File: src/rtl/spi_pkg.sv
// Shared constants and FSM state encoding for the SPI responder.
package spi_pkg;
  localparam int SPI_FRAME_BITS = 40;

  typedef enum logic [1:0] {
    WAIT_IDLE = 2'd0,
    IDLE      = 2'd1,
    ACTIVE    = 2'd2
  } spi_state_t;
endpackage

File: src/rtl/spi_pin_sync.sv
// SYNC_STAGES-flop pin synchronizer with registered rise/fall detect; level after SYNC_STAGES, edges after SYNC_STAGES+1 cycles.
// No backpressure: free-running, one sample per clk50M cycle.
module spi_pin_sync #(
  parameter int SYNC_STAGES = 2
) (
  input  logic clk50M,
  input  logic rst_n,
  input  logic i_pin,
  output logic o_level,
  output logic o_rise,
  output logic o_fall
);
  logic [SYNC_STAGES-1:0] r_sync;
  logic                   r_prev;
  logic                   r_rise;
  logic                   r_fall;

  always_ff @(posedge clk50M or negedge rst_n) begin
    if (!rst_n) begin
      r_sync <= '0;
      r_prev <= 1'b0;
      r_rise <= 1'b0;
      r_fall <= 1'b0;
    end else begin
      r_sync <= {r_sync[SYNC_STAGES-2:0], i_pin};
      r_prev <= r_sync[SYNC_STAGES-1];
      r_rise <= r_sync[SYNC_STAGES-1] & ~r_prev;
      r_fall <= ~r_sync[SYNC_STAGES-1] & r_prev;
    end
  end

  assign o_level = r_sync[SYNC_STAGES-1];
  assign o_rise  = r_rise;
  assign o_fall  = r_fall;
endmodule

File: src/rtl/spi_slave_rx.sv
// SPI mode-0 responder, 40-bit frames; rx_valid SYNC_STAGES+2 cycles after cs rises. SPI_SLAVE_LEN_CHECK_EN enables frame_err.
// No backpressure: rx_valid is a one-cycle strobe, the consumer must take rx_bytes when it fires.
module spi_slave_rx
  import spi_pkg::*;
#(
  parameter int FRAME_BITS  = SPI_FRAME_BITS,
  parameter int SYNC_STAGES = 2
) (
  input  logic                  clk50M,
  input  logic                  rst_n,
  input  logic                  sck,
  input  logic                  cs,
  input  logic                  mosi,
  output logic                  miso,
  input  logic [FRAME_BITS-1:0] tx_bytes,
  output logic [FRAME_BITS-1:0] rx_bytes,
  output logic                  rx_valid,
  output logic                  busy,
  output logic                  frame_err
);
  localparam int CW = $clog2(FRAME_BITS + 2);
  localparam logic [CW-1:0] CNT_FULL = CW'(FRAME_BITS);
  localparam logic [CW-1:0] CNT_SAT  = CW'(FRAME_BITS + 1);

  logic w_sck_level_unused, w_sck_rise, w_sck_fall;
  logic w_cs_level, w_cs_rise, w_cs_fall;
  logic w_mosi, w_mosi_rise_unused, w_mosi_fall_unused;

  spi_pin_sync #(.SYNC_STAGES(SYNC_STAGES)) u_sync_sck (
    .clk50M(clk50M), .rst_n(rst_n), .i_pin(sck),
    .o_level(w_sck_level_unused), .o_rise(w_sck_rise), .o_fall(w_sck_fall)
  );
  spi_pin_sync #(.SYNC_STAGES(SYNC_STAGES)) u_sync_cs (
    .clk50M(clk50M), .rst_n(rst_n), .i_pin(cs),
    .o_level(w_cs_level), .o_rise(w_cs_rise), .o_fall(w_cs_fall)
  );
  spi_pin_sync #(.SYNC_STAGES(SYNC_STAGES)) u_sync_mosi (
    .clk50M(clk50M), .rst_n(rst_n), .i_pin(mosi),
    .o_level(w_mosi), .o_rise(w_mosi_rise_unused), .o_fall(w_mosi_fall_unused)
  );

  spi_state_t r_state, w_state_nxt;
  logic w_start, w_stop, w_shift_in, w_shift_out;

  logic [FRAME_BITS-1:0] r_tx;
  logic [FRAME_BITS-1:0] r_rx;
  logic [FRAME_BITS-1:0] r_rx_bytes;
  logic [CW-1:0]         r_bit_cnt;
  logic                  r_miso;
  logic                  r_rx_valid;
  logic                  r_busy;

  always_ff @(posedge clk50M or negedge rst_n) begin
    if (!rst_n) r_state <= WAIT_IDLE;
    else        r_state <= w_state_nxt;
  end

  // Leaving reset with cs already low must not join that frame, so wait for cs high first.
  always_comb begin
    w_state_nxt = r_state;
    case (r_state)
      WAIT_IDLE: if (w_cs_level) w_state_nxt = IDLE;
      IDLE:      if (w_cs_fall)  w_state_nxt = ACTIVE;
      ACTIVE:    if (w_cs_rise)  w_state_nxt = IDLE;
      default:   w_state_nxt = WAIT_IDLE;
    endcase
  end

  always_comb begin
    w_start     = 1'b0;
    w_stop      = 1'b0;
    w_shift_in  = 1'b0;
    w_shift_out = 1'b0;
    case (r_state)
      IDLE:   w_start = w_cs_fall;
      ACTIVE: begin
        w_stop      = w_cs_rise;
        w_shift_in  = w_sck_rise & ~w_cs_rise;
        w_shift_out = w_sck_fall & ~w_cs_rise;
      end
      default: ;
    endcase
  end

`ifdef SPI_SLAVE_LEN_CHECK_EN
  logic r_frame_err;
`endif

  always_ff @(posedge clk50M or negedge rst_n) begin
    if (!rst_n) begin
      r_tx       <= '0;
      r_rx       <= '0;
      r_rx_bytes <= '0;
      r_bit_cnt  <= '0;
      r_miso     <= 1'b0;
      r_rx_valid <= 1'b0;
      r_busy     <= 1'b0;
`ifdef SPI_SLAVE_LEN_CHECK_EN
      r_frame_err <= 1'b0;
`endif
    end else begin
      r_rx_valid <= 1'b0;
`ifdef SPI_SLAVE_LEN_CHECK_EN
      r_frame_err <= 1'b0;
`endif
      if (w_start) begin
        r_tx      <= tx_bytes;
        r_miso    <= tx_bytes[FRAME_BITS-1];
        r_bit_cnt <= '0;
        r_busy    <= 1'b1;
      end
      if (w_shift_in) begin
        r_rx <= {r_rx[FRAME_BITS-2:0], w_mosi};
        if (r_bit_cnt != CNT_SAT) r_bit_cnt <= r_bit_cnt + CW'(1);
      end
      // Zero fill means miso drops to 0 once the last response bit is shifted out.
      if (w_shift_out) begin
        r_tx   <= {r_tx[FRAME_BITS-2:0], 1'b0};
        r_miso <= r_tx[FRAME_BITS-2];
      end
      if (w_stop) begin
        r_busy <= 1'b0;
        r_miso <= 1'b0;
        if (r_bit_cnt == CNT_FULL) begin
          r_rx_bytes <= r_rx;
          r_rx_valid <= 1'b1;
        end
`ifdef SPI_SLAVE_LEN_CHECK_EN
        else begin
          r_frame_err <= 1'b1;
        end
`endif
      end
    end
  end

  assign miso     = r_miso;
  assign rx_bytes = r_rx_bytes;
  assign rx_valid = r_rx_valid;
  assign busy     = r_busy;
`ifdef SPI_SLAVE_LEN_CHECK_EN
  assign frame_err = r_frame_err;
`else
  assign frame_err = 1'b0;
`endif
endmodule

File: config.mk
export PLATFORM = sky130hd
export DESIGN_NAME = spi_slave_rx
export DESIGN_NICKNAME = d
export VERILOG_FILES = /design/src/rtl/spi_pkg.sv /design/src/rtl/spi_pin_sync.sv /design/src/rtl/spi_slave_rx.sv
export SDC_FILE = /design/constraint.sdc
export NUM_CORES = 1
export LEC_CHECK = 0
export ABC_AREA = 1
export BUFFER_PORTS_ARGS = -buffer_cell sky130_fd_sc_hd__clkbuf_2
export CAP_MARGIN = 20
export CORE_ASPECT_RATIO = 0.9
export CORE_MARGIN = 5
export CORE_UTILIZATION = 60
export CTS_CLUSTER_DIAMETER = 100
export DETAILED_ROUTE_END_ITERATION = 7
export PLACE_DENSITY_LB_ADDON = 0.25
export REMOVE_ABC_BUFFERS = 1
export SLEW_MARGIN = 20
export SYNTH_ARGS = -nofsm -noshare
export SYNTH_HDL_FRONTEND = slang
export SYNTH_SLANG_ARGS = --single-unit
File: constraint.sdc
create_clock -name clk50M -period 2.86 [get_ports clk50M]
set_clock_uncertainty 0.05 [all_clocks]
set_input_delay 0.286 -clock clk50M [delete_from_list [all_inputs] [get_ports clk50M]]
set_output_delay 0.286 -clock clk50M [all_outputs]
set_load 0.01 [all_outputs]
# Word-level counts from Yosys, hierarchy flattened
# Index checks and enable logic that the tools add are counted.
# word_totals
ff_bits	142
latchBits	0
ramBits	0
romBits	0
output_inout_bits	44
n_memories	0
# op_classes
n_addsub	1
mul	0
div	0
magnitude_cmp	0
eq_ne	7
shifts	0
mux	20
bitwise_logic	11
reduce_logical	6
# ops
cell	n
$mux 39	2
$mux 6	3
$mux 1	11
$add 6x1->6 const B	1
$and 1x1->1	6
$eq 6x6->1 const B	1
$mux 2	3
$ne 2x1->1 const B	3
$ne 6x6->1 const B	1
$pmux 2 s3	1
$not 1->1	5
$reduce_bool 2->1	2
$reduce_and 3->1	1
$reduce_bool 3->1	1
$eq 2x1->1 const B	1
$eq 2x2->1 const B	1
$logic_not 2->1	1
$reduce_and 2->1	1

# Longest topological paths before layout
# Gate-level depths: netlist (run 1).
# logic_depth
ltp_word	5
depth_mapped	8

# By module
# A second synthesis (run 1) with hierarchy kept.
# unflattened
cells_unflattened	604
area_unflattened_um2	5901.9
# by_module_without_submodules
module	n_inst	cells_each	area_per_inst_um2	seq_area_each_um2
spi_slave_rx	1	577	5481.5	3253.1
spi_pin_sync	3	9	140.1	125.1

# Worst setup path after synthesis (run 1)
# Ideal clock, no wire load.
# synth_path
kind	reg-to-reg
start	register r_bit_cnt[0]
end	register r_rx_bytes[30], in the netlist rx_bytes[30]
setup_time_ns	0.117
arrival_ns	1.299
required_ns	2.693
setup_slack_ns	1.394
stages_incl_launch_ff	8
n_path_buf	1
synth_period_minus_slack_ns	1.466
cell_sequence	dfrtp_1 -> inv_1 -> ha_1 -> nor3b_4 -> nand2_4 -> buf_6 -> nand2_1 -> nand2_1
# synth_between
elab_chain_len	2
# synth_lines
element	line	text
from (decl)	spi_slave_rx.sv:48	logic [CW-1:0] r_bit_cnt;
from (signal assigned)	spi_slave_rx.sv:114	if (r_bit_cnt != CNT_SAT) r_bit_cnt <= r_bit_cnt + CW'(1);
$eq 6x6->1	spi_slave_rx.sv:124	if (r_bit_cnt == CNT_FULL) begin
$reduce_and 2->1 (no source line)	-	
to (signal assigned)	spi_slave_rx.sv:125	r_rx_bytes <= r_rx;
to (decl)	spi_slave_rx.sv:47	logic [FRAME_BITS-1:0] r_rx_bytes;
# Every way passes these cells.
# A chain may end at the register's enable or synchronous reset.

# Worst setup path in the final report (run 1)
# layout_path
start	register r_bit_cnt[0]
end	register r_rx_bytes[25], in the netlist rx_bytes[25]
# The elaborated chain is that of the path after synthesis.

==> results of run 1 <==
layout make-up:
cell class | instances | share of cell area [%]
clock buffers | 26 | 7.16
clock inverters | 5 | 1.02
inverters | 21 | 1.07
multi-input cells | 456 | 28.1
flip-flops and latches | 142 | 48.2
well taps | 126 | 2.14
repair buffers | 136 | 12.4
worst max path at each step:
stage / endpoint / slack [ps] / from
global placement: rx_bytes[0] / 890 / r_state[0]
finish: rx_bytes[25] / 720 / r_bit_cnt[0]
detailed placement: rx_bytes[37] / 800 / r_state[0]
floorplan: miso / 110 / r_state[0]
CTS: rx_bytes[25] / 730 / r_state[0]
global route: r_tx[32] / 600 / r_state[0]
critical path: stages, from the launching register on:
cell	delay [ps]
dfrtp_1	420
inv_1	100
ha_1	150
nor3b_4	600
nand2_4	410
nand2_1	200
nand2_1	80
metal layers:
layer / part of all wire, % / track usage, % / up-vias
met3: 6.4 / 6.47 / 29
met4: 1.6 / 8.38 / 0
met2: 51 / 39.0 / 214
met5: 0 / 0 / -
li1: - / - / 2392
met1: 41 / 33.4 / 2498
power breakdown:
group	leakage [nW]	total (mW)	internal, mW	switching (mW)
clock network	0.303	2.21	1.42	0.786
registers	1.88	2.56	2.33	0.233
logic	1.81	0.763	0.304	0.459
total	4.00	5.53	4.05	1.48
metrics by stage:
step	total power [mW]	instance area (um^2)	util, %	setup slack, ps	instances
finish	5.53	7380	76.1	717	912
global route	5.77	7380	76.1	596	912
CTS	5.54	7380	76.1	733	912
detailed placement	3.28	6400	66.0	804	844
global placement	3.23	6400	66.0	889	844
floorplan	2.99	5700	-	108	619
what timing repair did:
action                                  CTS  global route
endpoints found under the hold margin   107             0
gates resized for setup                   0             0
hold buffers                             37             0
endpoints found under the setup margin    0             0
flip-flops by register name (all words and copies together), names as in the netlist:
signal	cells
r_rx	40
rx_bytes	40
r_tx	39
r_bit_cnt	6
r_state	2
u_sync_cs.r_sync	2
u_sync_mosi.r_sync	2
u_sync_sck.r_sync	2
busy	1
miso	1
rx_valid	1
u_sync_cs.o_fall	1
u_sync_cs.o_rise	1
u_sync_cs.r_prev	1
u_sync_sck.o_fall	1
u_sync_sck.o_rise	1
u_sync_sck.r_prev	1
cells by family after synthesis:
logic type / share of synthesized area (%)
AO/OA/AOI/OAI: 0.501
XOR/XNOR: 0.293
adder cells (fa/ha/maj): 0.627
buffers and inverters: 6.10
flip-flops: 59.3
other: 0.0626
AND/OR/NAND/NOR: 33.1
cell usage after synthesis, drive strengths merged:
master	count
and3	1
buf	32
clkbuf	15
clkinv	1
conb	1
dfrtp	142
ha	3
inv	20
nand2	260
nand3	130
nand4	39
nor2	12
nor3	1
nor3b	1
o21ai	6
xnor2	1
xor2	1
==> out/metrics.yaml, run 1 <==
status:
  status: "finished clean"
min_path:
  min_to: "r_tx[28]"
  min_path_type: "input pin to flip-flop"
  min_from: "tx_bytes[28]"
  worst_hold_path.num_cells: 3
critical_path:
  cp-end-kind: "flip-flop"
  reg2reg_to: "rx_bytes[25]"
  required_ps: 3200
  timing.rr.start: "r_bit_cnt[0]"
  rrSetupSlack_ps: 720
  start_kind: "flip-flop"
  crit_type: "flip-flop to flip-flop"
  rr_worst_depth: 6
  arrival_ps: 2490
  crit_fanout: 41
die:
  placeableCoreArea_um2: 9700
  die-area_um2: 12100
  die_h_um: 105
  start_util_pct: 61.7
  num_rows: 34
  ioPinCount: 89
  die_w_um: 115
flow_run:
  maxCapViolCount: 0
place:
  io_buffers: 87
  gp_congestion: 0.808
  hpwl_mm: 7.99
route:
  drc: 0
  drt-wirelength-per-cell_um: 15.4
  viasPerCell: 5.63
  initialDrtViolationCount: 420
  num_vias: 5133
  drt_pass1_iterations: 6
  wirelength_mm: 14.1
  antenna_left: 0
clock_network:
  cts_setup_buffers: 0
  clk_latency_ps: 520
  clk_pin_slew_ps: 60
  cts.sinks: 142
  clockBufferDepth: 2
  clock-root-buffer: "clkbuf_8"
  cts_tree: "done"
  cts_buffers: 17
  htree_levels: 4
timing:
  finalCritPeriodShare_pct: 74.9
  period_needed_ps: 2140
  setup_viol: 0
  drv_slew: 0
  rsz0062_at_grt: "false"
  setup_tns_ps: 0
  fmax_mhz: 467
  tightest_slew_ps: 714
  hold_viol: 0
  slew_headroom_pct: 52.3
  fin_hold_ws_ps: 8.78
synthesis:
  netlist_area_um2: 5990
  ys_ff_latch: 142
  syn_inst: 666
  synth_top_area_share_pct: 59.3
  yosys.area.top_type: "dfrtp_1"
  yosysWarnings: 0
  avgSynthCellArea_um2: 8.99
  synth-seq-area-share_pct: 59.3
  synth_cell_type_count: 24
  netlist_top_cells_area: "dfrtp_1, nand2_1, nand3_1"
finish:
  regArea_um2: 3550
  layout.nets: 822
  multi_input_area_um2: 2070
  antennaDiodeCount: 0
  areaGrowthSynthToFinish_pct: 23.2
  final_common_cell: "nand2_1"
  drive_gt1_share_pct: 18.1
  final_cell_mix: "nand2_1, dfrtp_1, nand3_1, clkbuf_2, nand4_1"
  fillers: 658
global_route:
  grt_pass1_wl_mm: 23.8
  grt_max_degree: 74
  grt_util_all_layers_pct: 24.7
  grt_antenna_before_repair: 0
  grt_pass1_vias: 4915
  grt_overflow: 0
pwr:
  leakage_nw: 4.00
  ir_worst_vdd_uv: 628
  power_density_nw_per_um2: 750
(Power assumes the default switching activity.)
==> inputs of run 2 (changes only) <==
Settings changed: CORE_UTILIZATION 60 to 57.
Clock period 2.86 ns to 2.05 ns, I/O delays scaled along.
==> run 2 against run 1 <==
Net effect:
- total power increased by 43%
- hold slack improved by 4.3 ps
- utilization decreased by 5.9 points
- register-to-register slack got worse by 300 ps
- routed wire length decreased by 8.5%
- largest power group unchanged
==> out/metrics.yaml, run 2 (synthesis gave the netlist of run 1 again) <==
timing:
  hold_viol: 0
  finalWorstSetupSlack_ps: 414
  slew_headroom_pct: 53.7
  setup_viol: 0
  period_needed_ps: 1640
  fmax_mhz: 611
  finalCritPeriodShare_pct: 79.8
  drv_slew: 0
  rsz0062_at_grt: "false"
  tightest_slew_ps: 693
finish:
  fin_cells: 892
  regArea_um2: 3550
  areaGrowthSynthToFinish_pct: 20.1
  final_cell_mix: "nand2_1, dfrtp_1, nand3_1, clkbuf_2, nand4_1"
  multi_input_area_um2: 2070
  post-route-cell-area_um2: 7190
  finalCoreUtilization_pct: 70.2
  drive_gt1_share_pct: 19.4
  antennaDiodeCount: 0
  fillers: 828
  layout.nets: 798
  final_common_cell: "nand2_1"
route:
  drc: 0
  viasPerCell: 5.47
  num_vias: 4882
  drt-wirelength-per-cell_um: 14.4
  antenna_left: 0
  drt_pass1_iterations: 5
  initialDrtViolationCount: 471
  wirelength_mm: 12.9
clock_network:
  cts-resized-gates: 0
  clk_latency_ps: 410
  cts_tree: "done"
  clockBufferDepth: 2
  postCtsHoldBufs: 9
  cts.sinks: 142
  clock-root-buffer: "clkbuf_16"
  htree_levels: 4
  clk_pin_slew_ps: 60
  cts_setup_buffers: 0
  cts_buffers: 17
global_route:
  grt_overflow: 0
  grt_pass1_wl_mm: 22.3
  grt_antenna_before_repair: 0
  grt_util_all_layers_pct: 21.4
  grt_max_degree: 54
  grt_pass1_vias: 4731
pwr:
  power_density_nw_per_um2: 1100
  ir_worst_vdd_uv: 643
  leakage_nw: 3.92
  p_total_mw: 7.91
die:
  start_util_pct: 58.4
  die-area_um2: 12700
  die_w_um: 118
  ioPinCount: 89
  num_rows: 35
  placeableCoreArea_um2: 10200
  die_h_um: 107
critical_path:
  start_kind: "flip-flop"
  crit_fanout: 41
  crit_type: "flip-flop to flip-flop"
  cp-end-kind: "flip-flop"
  required_ps: 2300
  arrival_ps: 1880
place:
  numPlacedInstances: 851
  hpwl_mm: 7.92
  gp_congestion: 0.769
  io_buffers: 87
  place_ws_ps: 419
  place_area_um2: 6450
min_path:
  min_path_type: "input pin to flip-flop"
flow_run:
  maxCapViolCount: 0
status:
  status: "finished clean"
## run 2: area by class of cell
| cell class | instances | share of cell area, % |
|---|---|---|
| timing repair buffer | 112 | 9.41 |
| clock inverter | 14 | 2.96 |
| tap | 129 | 2.24 |
| clock buffer | 18 | 6.11 |
| sequential | 142 | 49.4 |
| inverter | 21 | 1.10 |
| multi-input combinational | 456 | 28.8 |
## run 2: final timing paths
check | cells past startpoint | start | slack (ps) | end
max | 6 | r_bit_cnt[0] | 410 | rx_bytes[27]
min | 3 | tx_bytes[7] | 10 | r_tx[7]
min in group asynchronous | 2 | rst_n | 250 | r_tx[18]
min reg2reg | 0 | u_sync_cs.r_sync[0] | 300 | u_sync_cs.r_sync[1]
max in group asynchronous | 3 | rst_n | 1050 | r_rx[35]
max reg2reg | 6 | r_bit_cnt[0] | 410 | rx_bytes[27]
## run 2: metal layers
layer,routed length (um),part of all wire (%),GRT usage [%],up-vias
met5,0,0,0,-
met4,166,1.3,7.62,0
met3,622,4.8,5.38,18
met2,6240,48,34.2,139
met1,5840,45,28.6,2374
li1,-,-,-,2351
## run 2: stage by stage
stage | TNS, ps | hold WS (ps)
after CTS | 0 | 0.418
after global placement | 0 | 130
after detailed placement | 0 | 135
final | 0 | 13.0
after global routing | 0 | 4.97
after floorplan | -43590 | -141
## run 2: report_power, final
group          total, mW  switching, mW  leakage, nW  internal (mW)
Combinational       1.05          0.650         1.72          0.404
Sequential          3.52          0.267         1.88           3.25
Clock               3.34           1.15        0.321           2.19
## run 2: critical path, stage by stage, from the launching register on
cell and delay [ps]:
dfrtp_1 420, inv_1 100, ha_1 160, nor3b_4 250
nand2_4 300, nand2_1 160, nand2_1 60
==> inputs of run 3 (changes only) <==
Settings changed: CORE_UTILIZATION 57 to 51.
Clock period 2.05 ns to 1.5 ns, I/O delays scaled along.
==> run 3 against run 2 <==
Net effect:
- the run now ends with setup timing left
- fmax increased by 5.0%
- final area increased by 11%
- clock power increased by 34%
- non-clock buffer count increased by 47
- sequential share of layout area decreased by 4.7 points
- utilization decreased by 0.92 points
- total power increased by 38%
- final cell count increased by 8.3%
- via count increased by 4.4%
- register-to-register slack got worse by 470 ps
- combinational power increased by 51%
- die area increased by 11%
- critical path type unchanged
==> out/metrics.yaml, run 3 (synthesis gave the netlist of run 1 again) <==
clock_network:
  htree_levels: 4
  cts_buffers: 17
  clk_pin_slew_ps: 60
  cts.sinks: 142
  cts_tree: "done"
  clk_latency_ps: 420
  clockBufferDepth: 2
  clock-root-buffer: "clkbuf_16"
pwr:
  leakage_nw: 4.21
  power_density_nw_per_um2: 1370
  ir_worst_vdd_uv: 861
  swShare_pct: 26.1
  switchingPower_mw: 2.84
  clkPwrFrac_pct: 41.2
  p_total_mw: 10.9
  p_int_mw: 8.05
  pwr-share-comb_pct: 14.6
  pwr-share-seq_pct: 44.1
flow_run:
  maxCapViolCount: 0
finish:
  areaGrowthSynthToFinish_pct: 32.8
  final_common_cell: "nand2_1"
  post-route-cell-area_um2: 7950
  finalCoreUtilization_pct: 69.3
  layout.nets: 845
  antennaDiodeCount: 0
  fillers: 915
  final_cell_mix: "nand2_1, dfrtp_1, nand3_1, clkbuf_2, dlygate4sd3_1"
  drive_gt1_share_pct: 23.1
timing:
  period_needed_ps: 1560
  hold_viol: 0
  setup_viol: 30
  finalWorstSetupSlack_ps: -58.1
  rsz0062_at_grt: "true"
  drv_slew: 0
  fmax_mhz: 642
  finalCritPeriodShare_pct: 104
route:
  drc: 0
  num_vias: 5099
  initialDrtViolationCount: 502
  wirelength_mm: 14.6
  viasPerCell: 5.28
  antenna_left: 0
  drt_pass1_iterations: 5
  drt-wirelength-per-cell_um: 15.1
die:
  ioPinCount: 89
  placeableCoreArea_um2: 11500
  die_h_um: 113
  die_w_um: 124
  num_rows: 37
  start_util_pct: 52.2
  die-area_um2: 14000
status:
  status: "finished, violations left"
  violations: "setup timing"
place:
  hpwl_mm: 8.18
  io_buffers: 87
  gp_congestion: 0.820
  place_area_um2: 6590
global_route:
  grt_max_degree: 49
  use_met1_pct: 25.4
  grt_antenna_before_repair: 0
  grt_overflow: 0
  busiest_layer: "met2"
  grt_util_all_layers_pct: 20.4
  grt_pass1_wl_mm: 23.5
  grt_pass1_vias: 5034
  grt_util_met2_pct: 33.6
  grt_use_met3_pct: 5.95
min_path:
  min_path_type: "input pin to flip-flop"
critical_path:
  required_ps: 1750
  cp-end-kind: "flip-flop"
  crit_fanout: 18
  arrival_ps: 1810
  start_kind: "flip-flop"
  crit_type: "flip-flop to flip-flop"
  rrSetupSlack_ps: -60
[run 3: worst paths after layout]
check	startpoint	to	cells after the start
min in group asynchronous	rst_n	r_tx[1]	2
max in group asynchronous	rst_n	rx_bytes[30]	3
worst max-delay path	r_bit_cnt[0]	rx_bytes[16]	7
worst max register to register	r_bit_cnt[0]	rx_bytes[16]	7
worst min register to register	u_sync_cs.r_sync[0]	u_sync_cs.r_sync[1]	0
worst min-delay path	tx_bytes[39]	miso	3
[run 3: worst max-delay path, stage by stage (launching register included)]
cell	delay [ps]
dfrtp_1	380
inv_2	80
ha_4	130
nor3b_4	280
nand2_4	170
clkbuf_16	220
nand2_1	70
nand2_1	60
[run 3: metrics by stage]
step / setup slack, ps / hold slack (ps) / TNS (ps) / instances
4_1_cts: -23.4 / 6.18 / -410 / 957
5_1_grt: -144 / 15.2 / -4220 / 966
3_3_place_gp: 15.6 / 34.7 / 0 / 882
2_1_floorplan: -1250 / -196 / -114340 / 619
3_5_place_dp: -49.0 / 40.8 / -484 / 882
6_report: -58.1 / 21.0 / -704 / 966
[run 3: layout make-up]
type | instances | area (um^2) | share of cell area [%]
multi-input combinational | 456 | 2180 | 27.4
tap | 156 | 195 | 2.45
sequential | 142 | 3550 | 44.7
inverter | 21 | 81.3 | 1.02
clock inverter | 11 | 161 | 2.03
clock buffer | 21 | 480 | 6.04
timing repair buffer | 159 | 1300 | 16.3
[run 3: timing repair]
action / CTS / global route
pin swaps: 0 / 1
gates cloned: 0 / 5
hold buffers: 43 / 0
setup endpoints to repair: 30 / 43
buffers inserted: 0 / 5
resized for setup: 3 / 38
hold endpoints to repair: 184 / 0
[run 3: power groups by stage]
| stage | Clock (mW) | Combinational [mW] | Sequential, mW |
|---|---|---|---|
| 5_1_grt | 4.74 | 1.81 | 4.86 |
| 4_1_cts | 4.56 | 1.56 | 4.79 |
| 2_1_floorplan | 0 | 0.822 | 4.88 |
| 3_5_place_dp | 0 | 1.47 | 4.85 |
| 3_3_place_gp | 0 | 1.41 | 4.82 |
| 6_report | 4.49 | 1.59 | 4.80 |
[run 3: metal layers]
layer | vias up | wire, um
met5 | - | 0
met3 | 35 | 746
li1 | 2448 | -
met1 | 2463 | 6300
met2 | 153 | 7220
met4 | 0 | 353
